## src/rtl/bus_reader_pkg.sv

```systemverilog
// Shared types and constants for the bus_reader sequencer and the register-bank top.
// Optional scan mode is enabled by defining BUS_READER_SCAN_EN.
package bus_reader_pkg;

    typedef enum logic [1:0] {
        StIdle,
        StTurn,
        StDrive,
        StResp
    } state_e;

    localparam int unsigned CntWidth     = 3;
    localparam int unsigned DefaultNsrc  = 4;
    localparam int unsigned DefaultWidth = 32;

endpackage

```

## src/rtl/bus_reader_if.sv

```systemverilog
// Request/response handshake plus shared-bus enables between a requester and bus_reader.
interface bus_reader_if
    import bus_reader_pkg::*;
#(
    parameter int unsigned NSRC  = DefaultNsrc,
    parameter int unsigned WIDTH = DefaultWidth
);
    localparam int unsigned SELW = $clog2(NSRC);

    logic             req_valid;
    logic             req_ready;
    logic [SELW-1:0]  req_sel;
    logic             req_scan;
    logic [NSRC-1:0]  enable_out;
    logic [WIDTH-1:0] bus_in;
    logic             rsp_valid;
    logic             rsp_ready;
    logic [WIDTH-1:0] rsp_data;
    logic [SELW-1:0]  rsp_src;
    logic             rsp_err;
    logic             rsp_last;

    modport slave (
        input  req_valid, req_sel, req_scan, bus_in, rsp_ready,
        output req_ready, enable_out, rsp_valid, rsp_data, rsp_src, rsp_err, rsp_last
    );

    modport master (
        output req_valid, req_sel, req_scan, bus_in, rsp_ready,
        input  req_ready, enable_out, rsp_valid, rsp_data, rsp_src, rsp_err, rsp_last
    );

endinterface

```

## src/rtl/bus_sel_decode.sv

```systemverilog
// Index-to-one-hot decoder; all-zero when disabled or when the index is out of range.
module bus_sel_decode #(
    parameter int unsigned NSRC = 4,
    parameter int unsigned SELW = $clog2(NSRC)
) (
    input  logic [SELW-1:0] sel,
    input  logic            en,
    output logic [NSRC-1:0] onehot
);

    // Out-of-range indices simply never match any bit position.
    always_comb begin
        onehot = '0;
        for (int unsigned i = 0; i < NSRC; i++) begin
            onehot[i] = en && (sel == SELW'(i));
        end
    end

endmodule

```

## src/rtl/bus_reader.sv

```systemverilog
// Read sequencer for the shared tristate register bus: turnaround, one-hot enable, capture.
// Define BUS_READER_SCAN_EN to enable scan mode (read every source in order).
module bus_reader
    import bus_reader_pkg::*;
#(
    parameter int unsigned NSRC  = DefaultNsrc,
    parameter int unsigned WIDTH = DefaultWidth,
    parameter int unsigned TURN  = 1
) (
    input  logic          clk,
    input  logic          reset,
    bus_reader_if.slave   bus
);

    localparam int unsigned SELW = $clog2(NSRC);
    localparam logic [CntWidth-1:0] TurnLast = CntWidth'(TURN - 1);

    state_e               state_q;
    logic [CntWidth-1:0]  cnt_q;
    logic [SELW-1:0]      sel_q;
    logic                 req_ready_q;
    logic                 rsp_valid_q;
    logic [WIDTH-1:0]     rsp_data_q;
    logic [SELW-1:0]      rsp_src_q;
    logic                 rsp_err_q;
    logic                 sel_ok;
    logic                 more;
    logic [NSRC-1:0]      enable;

    assign sel_ok = 32'(sel_q) < NSRC;

`ifdef BUS_READER_SCAN_EN
    localparam logic [SELW-1:0] LastSel = SELW'(NSRC - 1);
    logic scan_q;
    logic rsp_last_q;

    assign more = scan_q && (sel_q != LastSel);
    assign bus.rsp_last = rsp_last_q;
`else
    logic unused_req_scan;

    assign unused_req_scan = bus.req_scan;
    assign more = 1'b0;
    assign bus.rsp_last = 1'b1;
`endif

    always_ff @(posedge clk or negedge reset) begin
        if (!reset) begin
            state_q     <= StIdle;
            cnt_q       <= '0;
            sel_q       <= '0;
            req_ready_q <= 1'b1;
            rsp_valid_q <= 1'b0;
            rsp_data_q  <= '0;
            rsp_src_q   <= '0;
            rsp_err_q   <= 1'b0;
`ifdef BUS_READER_SCAN_EN
            scan_q      <= 1'b0;
            rsp_last_q  <= 1'b0;
`endif
        end else begin
            unique case (state_q)
                StIdle: begin
                    if (bus.req_valid) begin
                        req_ready_q <= 1'b0;
                        cnt_q       <= '0;
                        state_q     <= StTurn;
`ifdef BUS_READER_SCAN_EN
                        scan_q      <= bus.req_scan;
                        sel_q       <= bus.req_scan ? '0 : bus.req_sel;
`else
                        sel_q       <= bus.req_sel;
`endif
                    end
                end
                StTurn: begin
                    if (cnt_q == TurnLast) begin
                        if (sel_ok) begin
                            state_q <= StDrive;
                        end else begin
                            // No source behind this index: answer with an error, never drive.
                            state_q     <= StResp;
                            rsp_valid_q <= 1'b1;
                            rsp_data_q  <= '0;
                            rsp_src_q   <= sel_q;
                            rsp_err_q   <= 1'b1;
`ifdef BUS_READER_SCAN_EN
                            rsp_last_q  <= !more;
`endif
                        end
                    end else begin
                        cnt_q <= cnt_q + 1'b1;
                    end
                end
                StDrive: begin
                    state_q     <= StResp;
                    rsp_valid_q <= 1'b1;
                    rsp_data_q  <= bus.bus_in;
                    rsp_src_q   <= sel_q;
                    rsp_err_q   <= 1'b0;
`ifdef BUS_READER_SCAN_EN
                    rsp_last_q  <= !more;
`endif
                end
                StResp: begin
                    if (bus.rsp_ready) begin
                        rsp_valid_q <= 1'b0;
                        if (more) begin
                            sel_q   <= sel_q + 1'b1;
                            cnt_q   <= '0;
                            state_q <= StTurn;
                        end else begin
                            req_ready_q <= 1'b1;
                            state_q     <= StIdle;
                        end
                    end
                end
                default: state_q <= StIdle;
            endcase
        end
    end

    // Decoded from registered state only, so reset clears it without waiting for a clock.
    bus_sel_decode #(
        .NSRC (NSRC),
        .SELW (SELW)
    ) u_decode (
        .sel    (sel_q),
        .en     (state_q == StDrive),
        .onehot (enable)
    );

    assign bus.enable_out = enable;
    assign bus.req_ready  = req_ready_q;
    assign bus.rsp_valid  = rsp_valid_q;
    assign bus.rsp_data   = rsp_data_q;
    assign bus.rsp_src    = rsp_src_q;
    assign bus.rsp_err    = rsp_err_q;

endmodule
```

## src/flat_wrapper.sv

```systemverilog
// flat-port wrapper written by rule: the top's interface ports become plain ports
module bus_reader_flat import bus_reader_pkg::*;
#(
    parameter int unsigned NSRC  = DefaultNsrc,
    parameter int unsigned WIDTH = DefaultWidth,
    parameter int unsigned TURN  = 1
)
  (clk, reset, bus_req_valid, bus_req_sel, bus_req_scan, bus_bus_in, bus_rsp_ready, bus_req_ready, bus_enable_out, bus_rsp_valid, bus_rsp_data, bus_rsp_src, bus_rsp_err, bus_rsp_last);
  bus_reader_if #(.NSRC(NSRC), .WIDTH(WIDTH)) bus_i ();
  input  logic clk;
  input  logic reset;
  input wire logic [$bits(bus_i.req_valid)-1:0] bus_req_valid;
  input wire logic [$bits(bus_i.req_sel)-1:0] bus_req_sel;
  input wire logic [$bits(bus_i.req_scan)-1:0] bus_req_scan;
  input wire logic [$bits(bus_i.bus_in)-1:0] bus_bus_in;
  input wire logic [$bits(bus_i.rsp_ready)-1:0] bus_rsp_ready;
  output wire logic [$bits(bus_i.req_ready)-1:0] bus_req_ready;
  output wire logic [$bits(bus_i.enable_out)-1:0] bus_enable_out;
  output wire logic [$bits(bus_i.rsp_valid)-1:0] bus_rsp_valid;
  output wire logic [$bits(bus_i.rsp_data)-1:0] bus_rsp_data;
  output wire logic [$bits(bus_i.rsp_src)-1:0] bus_rsp_src;
  output wire logic [$bits(bus_i.rsp_err)-1:0] bus_rsp_err;
  output wire logic [$bits(bus_i.rsp_last)-1:0] bus_rsp_last;
  assign bus_i.req_valid = bus_req_valid;
  assign bus_i.req_sel = bus_req_sel;
  assign bus_i.req_scan = bus_req_scan;
  assign bus_i.bus_in = bus_bus_in;
  assign bus_i.rsp_ready = bus_rsp_ready;
  assign bus_req_ready = bus_i.req_ready;
  assign bus_enable_out = bus_i.enable_out;
  assign bus_rsp_valid = bus_i.rsp_valid;
  assign bus_rsp_data = bus_i.rsp_data;
  assign bus_rsp_src = bus_i.rsp_src;
  assign bus_rsp_err = bus_i.rsp_err;
  assign bus_rsp_last = bus_i.rsp_last;
  bus_reader #(.NSRC(NSRC), .WIDTH(WIDTH), .TURN(TURN)) u_core (.clk(clk), .reset(reset), .bus(bus_i));
endmodule
```

## config.mk

```make
export PLATFORM = sky130hd
export DESIGN_NAME = bus_reader_flat
export DESIGN_NICKNAME = d
export VERILOG_FILES = /design/src/rtl/bus_reader_pkg.sv /design/src/rtl/bus_reader_if.sv /design/src/rtl/bus_sel_decode.sv /design/src/rtl/bus_reader.sv /design/src/flat_wrapper.sv
export SDC_FILE = /design/constraint.sdc
export NUM_CORES = 1
export LEC_CHECK = 0
export ABC_CLOCK_PERIOD_IN_PS = 3100
export BUFFER_PORTS_ARGS = -buffer_cell sky130_fd_sc_hd__buf_2
export CAP_MARGIN = 5
export CORE_UTILIZATION = 38
export DETAILED_ROUTE_END_ITERATION = 7
export PLACE_DENSITY_LB_ADDON = 0.08
export REMOVE_ABC_BUFFERS = 1
export SYNTH_ARGS = -nofsm -noshare
export SYNTH_HDL_FRONTEND = slang
export SYNTH_SLANG_ARGS = --single-unit
```

## constraint.sdc

```tcl
create_clock -name clk -period 3.1 [get_ports clk]
set_input_delay 0.155 -clock clk [delete_from_list [all_inputs] [get_ports clk]]
set_output_delay 0.155 -clock clk [all_outputs]
set_load 0.1 [all_outputs]
```

==> flow_summary_export.csv, run 1 <==
group,metric,value,unit
logic_synthesis,ys_top_cells_by_count,"dfrtp_1 (42), mux2_2 (36), inv_1 (8)",
sta,hold_viol,0,
grt,grt_pass1_wl,6.26,mm
cts,cts_setup_buffers,0,
place,dp_hpwl,3.01,mm
grt,grtUsageMet1,18.2,%
grt,antenna_found_initial,0,
job,max_cap_violations,0,
final_layout,nets,264,
logic_synthesis,synth_flop_cell,"dfrtp_1",
logic_synthesis,synth_cell_types,32,
sta,fin_worst_skew,0.00474,ns
sta,finalMaxSlewViolations,0,
critical_path,crit_arrival,1.96,ns
place,gp_congestion,0.681,
critical_path,critPathCaptureType,"primary output",
sta,timing.final.crit_period,2.11,ns
final_layout,num-fill-cells,448,
route,drtPass1Iterations,2,
floorplan,fp-row-count,25,
cts,root_buffer,"clkbuf_8",
floorplan,die_h,73.6,microns
logic_synthesis,synthArstFlopShare,100,%
grt,grt_busiest_layer,"met2",
route,vias,1335,
cts,cts_sinks,43,
sta,rsz0062_at_grt,"no",
grt,grtUsageTotal,15.6,%
grt,use_met2,28.0,%
route,wl,4.08,mm
logic_synthesis,synth_top_cell_area_share,54.0,%
final_layout,antenna_cells,0,
cts,cts_hold_buf,0,
floorplan,ios,81,
logic_synthesis,avgSynthCellArea,13.7,sq um
logic_synthesis,synth_edf_count,0,
sta,setup_viol,0,
sta,relSlewSlack,35.5,%
floorplan,die_area,0.00541,sq mm
logic_synthesis,synthCells,142,
route,viasPerCell,4.67,
logic_synthesis,synthMostInstantiatedCell,"dfrtp_1",
final_layout,area_growth,25.6,%
cts,cts_buffers,5,
critical_path,critPathKind,"register to primary output",
cts,cts_htree_levels,2,
sta,clock.fmax,474,MHz
route,route.detailed.drc,0,
grt,grt_pass1_vias,1343,
sta,tightest_slew,0.968,ns
critical_path,required,2.94,ns
cts,cts_tree,"yes",
cts,clk_pin_slew,0.08,ns
cts,post_cts_resize_count,0,
route,wl_per_cell,14.2,microns
floorplan,initial_utilization,40.4,%
final_layout,drive_gt1_share,58.0,%
floorplan,dieWidth,73.6,microns
grt,grt_max_degree,44,
floorplan,core,0.00482,sq mm
critical_path,startpoint_type,"register",
logic_synthesis,synth_warnings,0,
worst_hold_path,worst_hold_path_type,"primary input to asynchronous set/reset pin",
cts,clock_latency,0.28,ns
grt,grt-ovfl-total,0,
grt,grtUsageMet3,3.29,%
route,drt_iter0_drc,95,
logic_synthesis,synth.ff_latch_count,43,
route,postRouteAntennaNets,0,
final_layout,post-route-util,50.7,%
sta,finalCritPeriodShare,68.1,%
status,status,"finished clean",
critical_path,crit_path_max_fanout,18,
logic_synthesis,synth_top_area_cell,"dfrtp_1",
place,port_buffers,77,
logic_synthesis,seq_area_frac_synth,55.4,%
logic_synthesis,netlist_area,0.00195,sq mm
logic_synthesis,synth_area_leaders,"dfrtp_1 (54%), mux2_2 (21%), ha_1 (4.5%)",
cts,ctsLongestPathBuffers,2,
[path summary, 6_finish.rpt]
path	to	from	cells past startpoint	slack [ns]
hold / removal	u_core.bus.rsp_data[1]	reset	1	0.02
setup reg to reg	u_core.bus.rsp_data[21]	u_core.state_q[0]	4	1.23
setup / recovery	bus_enable_out[0]	u_core.state_q[0]	4	0.99
hold reg to reg	u_core.bus.rsp_data[10]	u_core.bus.rsp_data[10]	1	0.50
min in group clk	u_core.bus.rsp_data[14]	bus_bus_in[14]	2	0.10
max in group asynchronous	u_core.cnt_q[2]	reset	1	2.48
[cell usage in the layout (no fill, tap or decap), drive strengths merged, types with 2 or more instances in the layout]
| cell | Yosys | final |
|---|---|---|
| a21oi | 2 | 2 |
| buf | 9 | 78 |
| clkbuf | 0 | 7 |
| conb | 2 | 2 |
| dfrtp | 42 | 42 |
| ha | 7 | 7 |
| inv | 8 | 8 |
| mux2 | 37 | 37 |
| mux2i | 2 | 2 |
| nand2 | 6 | 6 |
| nand3b | 2 | 2 |
| nor2 | 5 | 5 |
| nor2b | 3 | 3 |
| o21ai | 2 | 2 |
| or3b | 2 | 2 |
[metal layers]
layer,part of all wire (%),up-vias
met5,0,-
met4,0.76,0
met3,4.6,4
met2,52,38
met1,42,660
li1,-,633
[worst max-delay path, stage by stage (launching register included)]
cell and delay (ns):
dfrtp_1 0.41, inv_1 0.14, ha_2 0.43, nor3b_1 0.22
buf_2 0.46
[flip-flops by register name, indices dropped and copies added (netlist names)]
| signal | count |
|---|---|
| u_core.bus.req_ready | 1 |
| u_core.bus.rsp_data | 32 |
| u_core.bus.rsp_src | 2 |
| u_core.bus.rsp_valid | 1 |
| u_core.cnt_q | 3 |
| u_core.sel_q | 2 |
| u_core.state_q | 2 |
[logic make-up after synthesis]
group / after synthesis / share of synthesized area (%)
buf+inv: 17 / 4.76
simple gates: 23 / 7.27
flops: 43 / 55.4
fa+ha+maj: 7 / 4.50
other cells: 2 / 0.386
mux: 39 / 22.6
compound gates: 11 / 5.08
[area by class of cell]
class	count	area (sq um)	share of cell area [%]
repair buffers	78	393	16.1
inverters	8	30.0	1.23
well taps	67	83.8	3.43
multi-input cells	82	778	31.8
flip-flops and latches	43	1080	44.1
clock inverters	1	5.00	0.205
clock buffers	7	76.3	3.12
[per-stage QoR]
| stage | hold WS, ns | instances | setup WS (ns) | instance area [sq um] | setup TNS, ns |
|---|---|---|---|---|---|
| finish | 0.0222 | 286 | 0.989 | 2440 | 0 |
| global route | 0.0901 | 286 | 0.834 | 2440 | 0 |
| CTS | 0.0456 | 286 | 0.945 | 2440 | 0 |
| detailed placement | 0.360 | 278 | 1.21 | 2360 | 0 |
| global placement | 0.344 | 278 | 1.31 | 2360 | 0 |
| floorplan | -0.141 | 133 | -0.811 | 1880 | -0.811 |
Power of run 1 is not shown: default switching activity piles up to over one toggle a cycle in this logic, so the estimate is an artifact.
==> run 2: changes to the inputs <==
Settings changed: ABC_AREA from default to 1, ABC_CLOCK_PERIOD_IN_PS 3100 to 2000.
Clock period 3.1 ns to 2 ns, I/O delays scaled along.
==> flow_summary_export.csv, run 2 <==
group,metric,value,unit
logic_synthesis,synth_warnings,0,
cts,cts_sinks,43,
route,wl,4.15,mm
place,placed_cell_area,0.00238,sq mm
grt,use_met2,29.5,%
logic_synthesis,synth_cell_types,19,
cts,clock_latency,0.29,ns
grt,grt_pass1_wl,6.78,mm
final_layout,stdcell_area,0.00264,sq mm
sta,tightest_slew,0.528,ns
grt,grt-ovfl-total,0,
logic_synthesis,ys_top_cells_by_count,"nand2_1 (126), dfrtp_1 (42), inv_1 (13)",
sta,clock.fmax,560,MHz
logic_synthesis,seq_area_frac_synth,57.0,%
sta,timing.final.crit_period,1.78,ns
logic_synthesis,synth_area_leaders,"dfrtp_1 (56%), nand2_1 (25%), ha_1 (4.6%)",
route,wl_per_cell,10.8,microns
grt,grt_max_degree,44,
cts,cts_tree,"yes",
critical_path,required,1.90,ns
place,gp_congestion,0.721,
floorplan,ios,81,
floorplan,core,0.00475,sq mm
sta,relSlewSlack,64.8,%
place,dp_hpwl,2.86,mm
sta,fin_worst_skew,0.00776,ns
route,drtPass1Iterations,4,
cts,cts_buffers,5,
route,vias,1612,
grt,antenna_found_initial,0,
logic_synthesis,synth_top_area_cell,"dfrtp_1",
final_layout,nets,364,
critical_path,crit_arrival,1.68,ns
sta,finalCritPeriodShare,89.2,%
logic_synthesis,netlist_area,0.00189,sq mm
floorplan,fp-row-count,25,
critical_path,cp_slowest_cell,"dfrtp_1",
route,route.detailed.drc,0,
status,status,"finished clean",
cts,post_cts_resize_count,0,
critical_path,max_stage_delay,0.41,ns
critical_path,cp_cell_sequence,"inv_1 > ha_1 > inv_4 > or2_4 > nor2_2 > buf_12",
route,viasPerCell,4.18,
floorplan,dieWidth,72.5,microns
critical_path,crit_family,"flip-flops",
cts,cts_htree_levels,2,
grt,grt_pass1_vias,1547,
critical_path,startpoint_type,"register",
sta,rsz0062_at_grt,"no",
final_layout,final_cell_count_no_fill,386,
final_layout,antenna_cells,0,
logic_synthesis,synth_flop_cell,"dfrtp_1",
logic_synthesis,synthArstFlopShare,100,%
final_layout,layout.cells.most_common_list,"nand2_1 (126), buf_2 (73), dfrtp_1 (42)",
grt,grtUsageMet1,20.0,%
logic_synthesis,avgSynthCellArea,8.37,sq um
place,port_buffers,77,
floorplan,die_area,0.00526,sq mm
job,max_cap_violations,0,
logic_synthesis,synth_edf_count,0,
logic_synthesis,synthCells,226,
cts,root_buffer,"clkbuf_8",
cts,cts_setup_buffers,0,
floorplan,die_h,72.5,microns
critical_path,critPathCaptureType,"primary output",
place,dp_cells,364,
cts,cts_hold_buf,12,
critical_path,crit_path_max_fanout,4,
final_layout,post-route-util,55.5,%
worst_hold_path,worst_hold_path_type,"primary input to register",
final_layout,final_common_cell,"nand2_1",
route,drt_iter0_drc,96,
route,postRouteAntennaNets,0,
logic_synthesis,synthMostInstantiatedCell,"nand2_1",
sta,finalMaxSlewViolations,0,
logic_synthesis,synth_top_cell_area_share,55.6,%
cts,ctsLongestPathBuffers,2,
sta,hold_viol,0,
cts,clk_pin_slew,0.08,ns
final_layout,largest_reg_flops,32,
critical_path,critPathKind,"register to primary output",
final_layout,drive_gt1_share,29.5,%
grt,grtUsageTotal,17.0,%
critical_path,path_buf_inv,3,
floorplan,initial_utilization,39.8,%
logic_synthesis,synth.ff_latch_count,43,
final_layout,area_growth,39.6,%
grt,grtUsageMet3,4.44,%
grt,grt_busiest_layer,"met2",
sta,finalHoldWorstSlack,0.00926,ns
sta,setup_viol,0,
[run 2: worst paths after layout]
check / start / to / slack [ns] / cells past startpoint
min in group asynchronous: reset / u_core.bus.rsp_data[0] / 0.40 / 3
setup / recovery: u_core.state_q[0] / bus_enable_out[0] / 0.22 / 6
hold / removal: bus_bus_in[2] / u_core.bus.rsp_data[2] / 0.009 / 3
setup reg to reg: u_core.state_q[0] / u_core.state_q[0] / 0.48 / 6
hold reg to reg: u_core.bus.rsp_data[26] / u_core.bus.rsp_data[26] / 0.47 / 2
max in group asynchronous: reset / u_core.bus.req_ready / 1.22 / 3
[run 2: layout make-up]
type	instances	area, sq um
clock buffers	6	82.6
well taps	67	83.8
multi-input cells	160	697
fillers	487	2120
flip-flops and latches	43	1080
repair buffers	94	608
inverters	14	55.1
clock inverters	2	35.0
[run 2: logic make-up after synthesis]
group	Yosys count	share of synthesized area, %
compound gates	4	1.06
fa+ha+maj	7	4.63
buf+inv	23	6.16
flops	43	57.0
other cells	2	0.397
simple gates	147	30.8
[run 2: stage by stage]
step                      setup slack, ns  TNS (ns)
final                               0.216         0
after global routing                0.100         0
after CTS                           0.189         0
after detailed placement            0.475         0
after global placement              0.487         0
after floorplan                    -0.802     -2.95
[run 2: worst reg2reg max path, stage by stage (launching register included)]
cell and delay (ns):
dfrtp_1 0.41, inv_1 0.12, ha_1 0.26, buf_4 0.36
or2_1 0.16, nand3_1 0.08, nand2_1 0.07
[run 2: metal layers]
layer | up-vias | part of all wire [%]
met5 | - | 0
met4 | 0 | 1.5
met3 | 7 | 4.7
met2 | 38 | 49
met1 | 711 | 45
li1 | 856 | -
Power of run 2 is left out for the same reason.
==> run 3: changes to the inputs <==
Settings changed: SYNTH_HIERARCHICAL from default to 1.
==> flow_summary_export.csv, run 3 <==
group,metric,value,unit
cts,root_buffer,"clkbuf_8",
final_layout,largest_reg_flops,32,
route,drt_iter0_drc,80,
place,port_buffers,77,
sta,timing.final.crit_period,1.66,ns
logic_synthesis,synth_top_area_cell,"dfrtp_1",
place,dp_cells,368,
logic_synthesis,avgSynthCellArea,8.32,sq um
critical_path,crit_path_max_fanout,4,
cts,cts_buffers,5,
route,dr.max_layer_used,"met4",
route,route.detailed.drc,0,
cts,ctsLongestPathBuffers,2,
route,drtPass1Iterations,4,
grt,grt-ovfl-total,0,
final_layout,drive_gt1_share,30.3,%
route,wl_per_cell,10.2,microns
grt,grtUsageTotal,16.1,%
final_layout,final_common_cell,"nand2_1",
sta,finalCritPeriodShare,83.0,%
grt,antenna_found_initial,0,
sta,finalMaxSlewViolations,0,
worst_hold_path,worst_hold_path_type,"primary input to register",
logic_synthesis,synthArstFlopShare,100,%
floorplan,die_h,73.0,microns
sta,fin_tns_setup,0,ns
floorplan,dieWidth,73.0,microns
logic_synthesis,synth_edf_count,0,
route,drt-met1-wl,1.90,mm
sta,postLayoutSetupSlackWorst,0.341,ns
grt,grt_max_degree,44,
logic_synthesis,synthCells,230,
final_layout,antenna_cells,0,
critical_path,required,1.90,ns
floorplan,die_area,0.00533,sq mm
route,viasPerCell,4.22,
status,status,"finished clean",
final_layout,nets,362,
logic_synthesis,synth_top_cell_area_share,54.9,%
final_layout,layout.cells.most_common_list,"nand2_1 (129), buf_2 (73), dfrtp_1 (42)",
route,wl,3.93,mm
floorplan,ios,81,
logic_synthesis,ys_top_cells_by_count,"nand2_1 (129), dfrtp_1 (42), inv_1 (12)",
critical_path,critPathCaptureType,"primary output",
sta,hold_viol,0,
cts,cts_sinks,43,
sta,rsz0062_at_grt,"no",
sta,setup_viol,0,
route,postRouteAntennaNets,0,
grt,grt_pass1_vias,1457,
cts,cts_htree_levels,2,
cts,clk_pin_slew,0.08,ns
critical_path,critPathKind,"register to primary output",
final_layout,num-fill-cells,513,
critical_path,crit_arrival,1.56,ns
route,wl_met3,241,microns
critical_path,startpoint_type,"register",
final_layout,register_area,0.00108,sq mm
logic_synthesis,seq_area_frac_synth,56.3,%
logic_synthesis,synthMostInstantiatedCell,"nand2_1",
place,preCtsSetupSlack,0.427,ns
logic_synthesis,synth_area_leaders,"dfrtp_1 (55%), nand2_1 (25%), ha_1 (4.6%)",
final_layout,multi_input_comb_area,703,sq um
sta,clock.fmax,603,MHz
cts,cts_setup_buffers,0,
final_layout,area_growth,34.4,%
logic_synthesis,netlist_area,0.00191,sq mm
sta,fin_worst_skew,0.00674,ns
route,wl_met2,1.76,mm
route,vias,1619,
floorplan,fp-row-count,25,
logic_synthesis,synth_warnings,6,
logic_synthesis,synth_cell_types,19,
cts,clock_latency,0.29,ns
place,gp_congestion,0.732,
logic_synthesis,synth_flop_cell,"dfrtp_1",
logic_synthesis,synth.ff_latch_count,43,
floorplan,core,0.00479,sq mm
floorplan,initial_utilization,40.0,%
final_layout,final_cell_count_no_fill,384,
cts,cts_tree,"yes",
job,max_cap_violations,0,
place,dp_hpwl,2.70,mm
grt,grt_pass1_wl,6.49,mm
sta,finalHoldWorstSlack,0.0102,ns
==> run 3: cell types whose count changed in the layout (fill, tap and decap cells not counted), moves of 2 or more <==
cell,before,now
nor2_2,2,0
inv_2,0,3
dlygate4sd3_1,14,8
o21ai_0,3,1
nand2_2,1,3
nand2_1,126,129
o21ai_1,0,2
==> run 3: stage by stage <==
step                util, %  area, sq um
detailed placement     50.3         2410
global route           53.8         2570
finish                 53.8         2570
global placement       50.3         2410
floorplan                 -         1840
CTS                    53.3         2550
==> run 3: routing by layer <==
layer,global-route usage (%),vias up
li1,-,853
met1,20.8,714
met2,25.6,50
met3,4.70,2
met4,5.88,0
met5,0,-
==> run 3: critical path, stage by stage, from the launching register on <==
cell and delay (ns):
dfrtp_1 0.43, inv_1 0.12, ha_1 0.24, nand2_1 0.09, nor2_1 0.18, buf_12 0.20
==> run 3: final timing paths <==
check	startpoint	endpoint	slack [ns]	depth (start not counted)
worst max-delay path	u_core/state_q[0]	bus_enable_out[1]	0.34	5
worst min-delay path	bus_bus_in[24]	u_core/bus.rsp_data[24]	0.01	3
worst max register to register	u_core/state_q[0]	u_core/bus.rsp_data[1]	0.43	6
worst min register to register	u_core/bus.rsp_data[13]	u_core/bus.rsp_data[13]	0.47	2
max in group asynchronous	reset	u_core/bus.req_ready	1.42	3
min in group asynchronous	reset	u_core/bus.rsp_data[26]	0.31	3
==> run 3: layout make-up <==
type	instances	area share, %
flip-flops and latches	43	41.9
multi-input cells	162	27.3
repair buffers	88	21.8
well taps	67	3.26
clock buffers	6	2.82
inverters	16	2.43
clock inverters	2	0.486
==> run 3: kinds of logic after synthesis <==
group	after synthesis	synth area share, %
simple gates	150	31.0
flops	43	56.3
buf+inv	25	6.99
fa+ha+maj	7	4.57
compound gates	3	0.784
other cells	2	0.392
==> run 3: timing repair <==
item | CTS | global route
endpoints found under the hold margin | 47 | 2
endpoints found under the setup margin | 0 | 0
hold buffers | 6 | 2
resized for setup | 0 | 0
Power of run 3 is left out for the same reason.
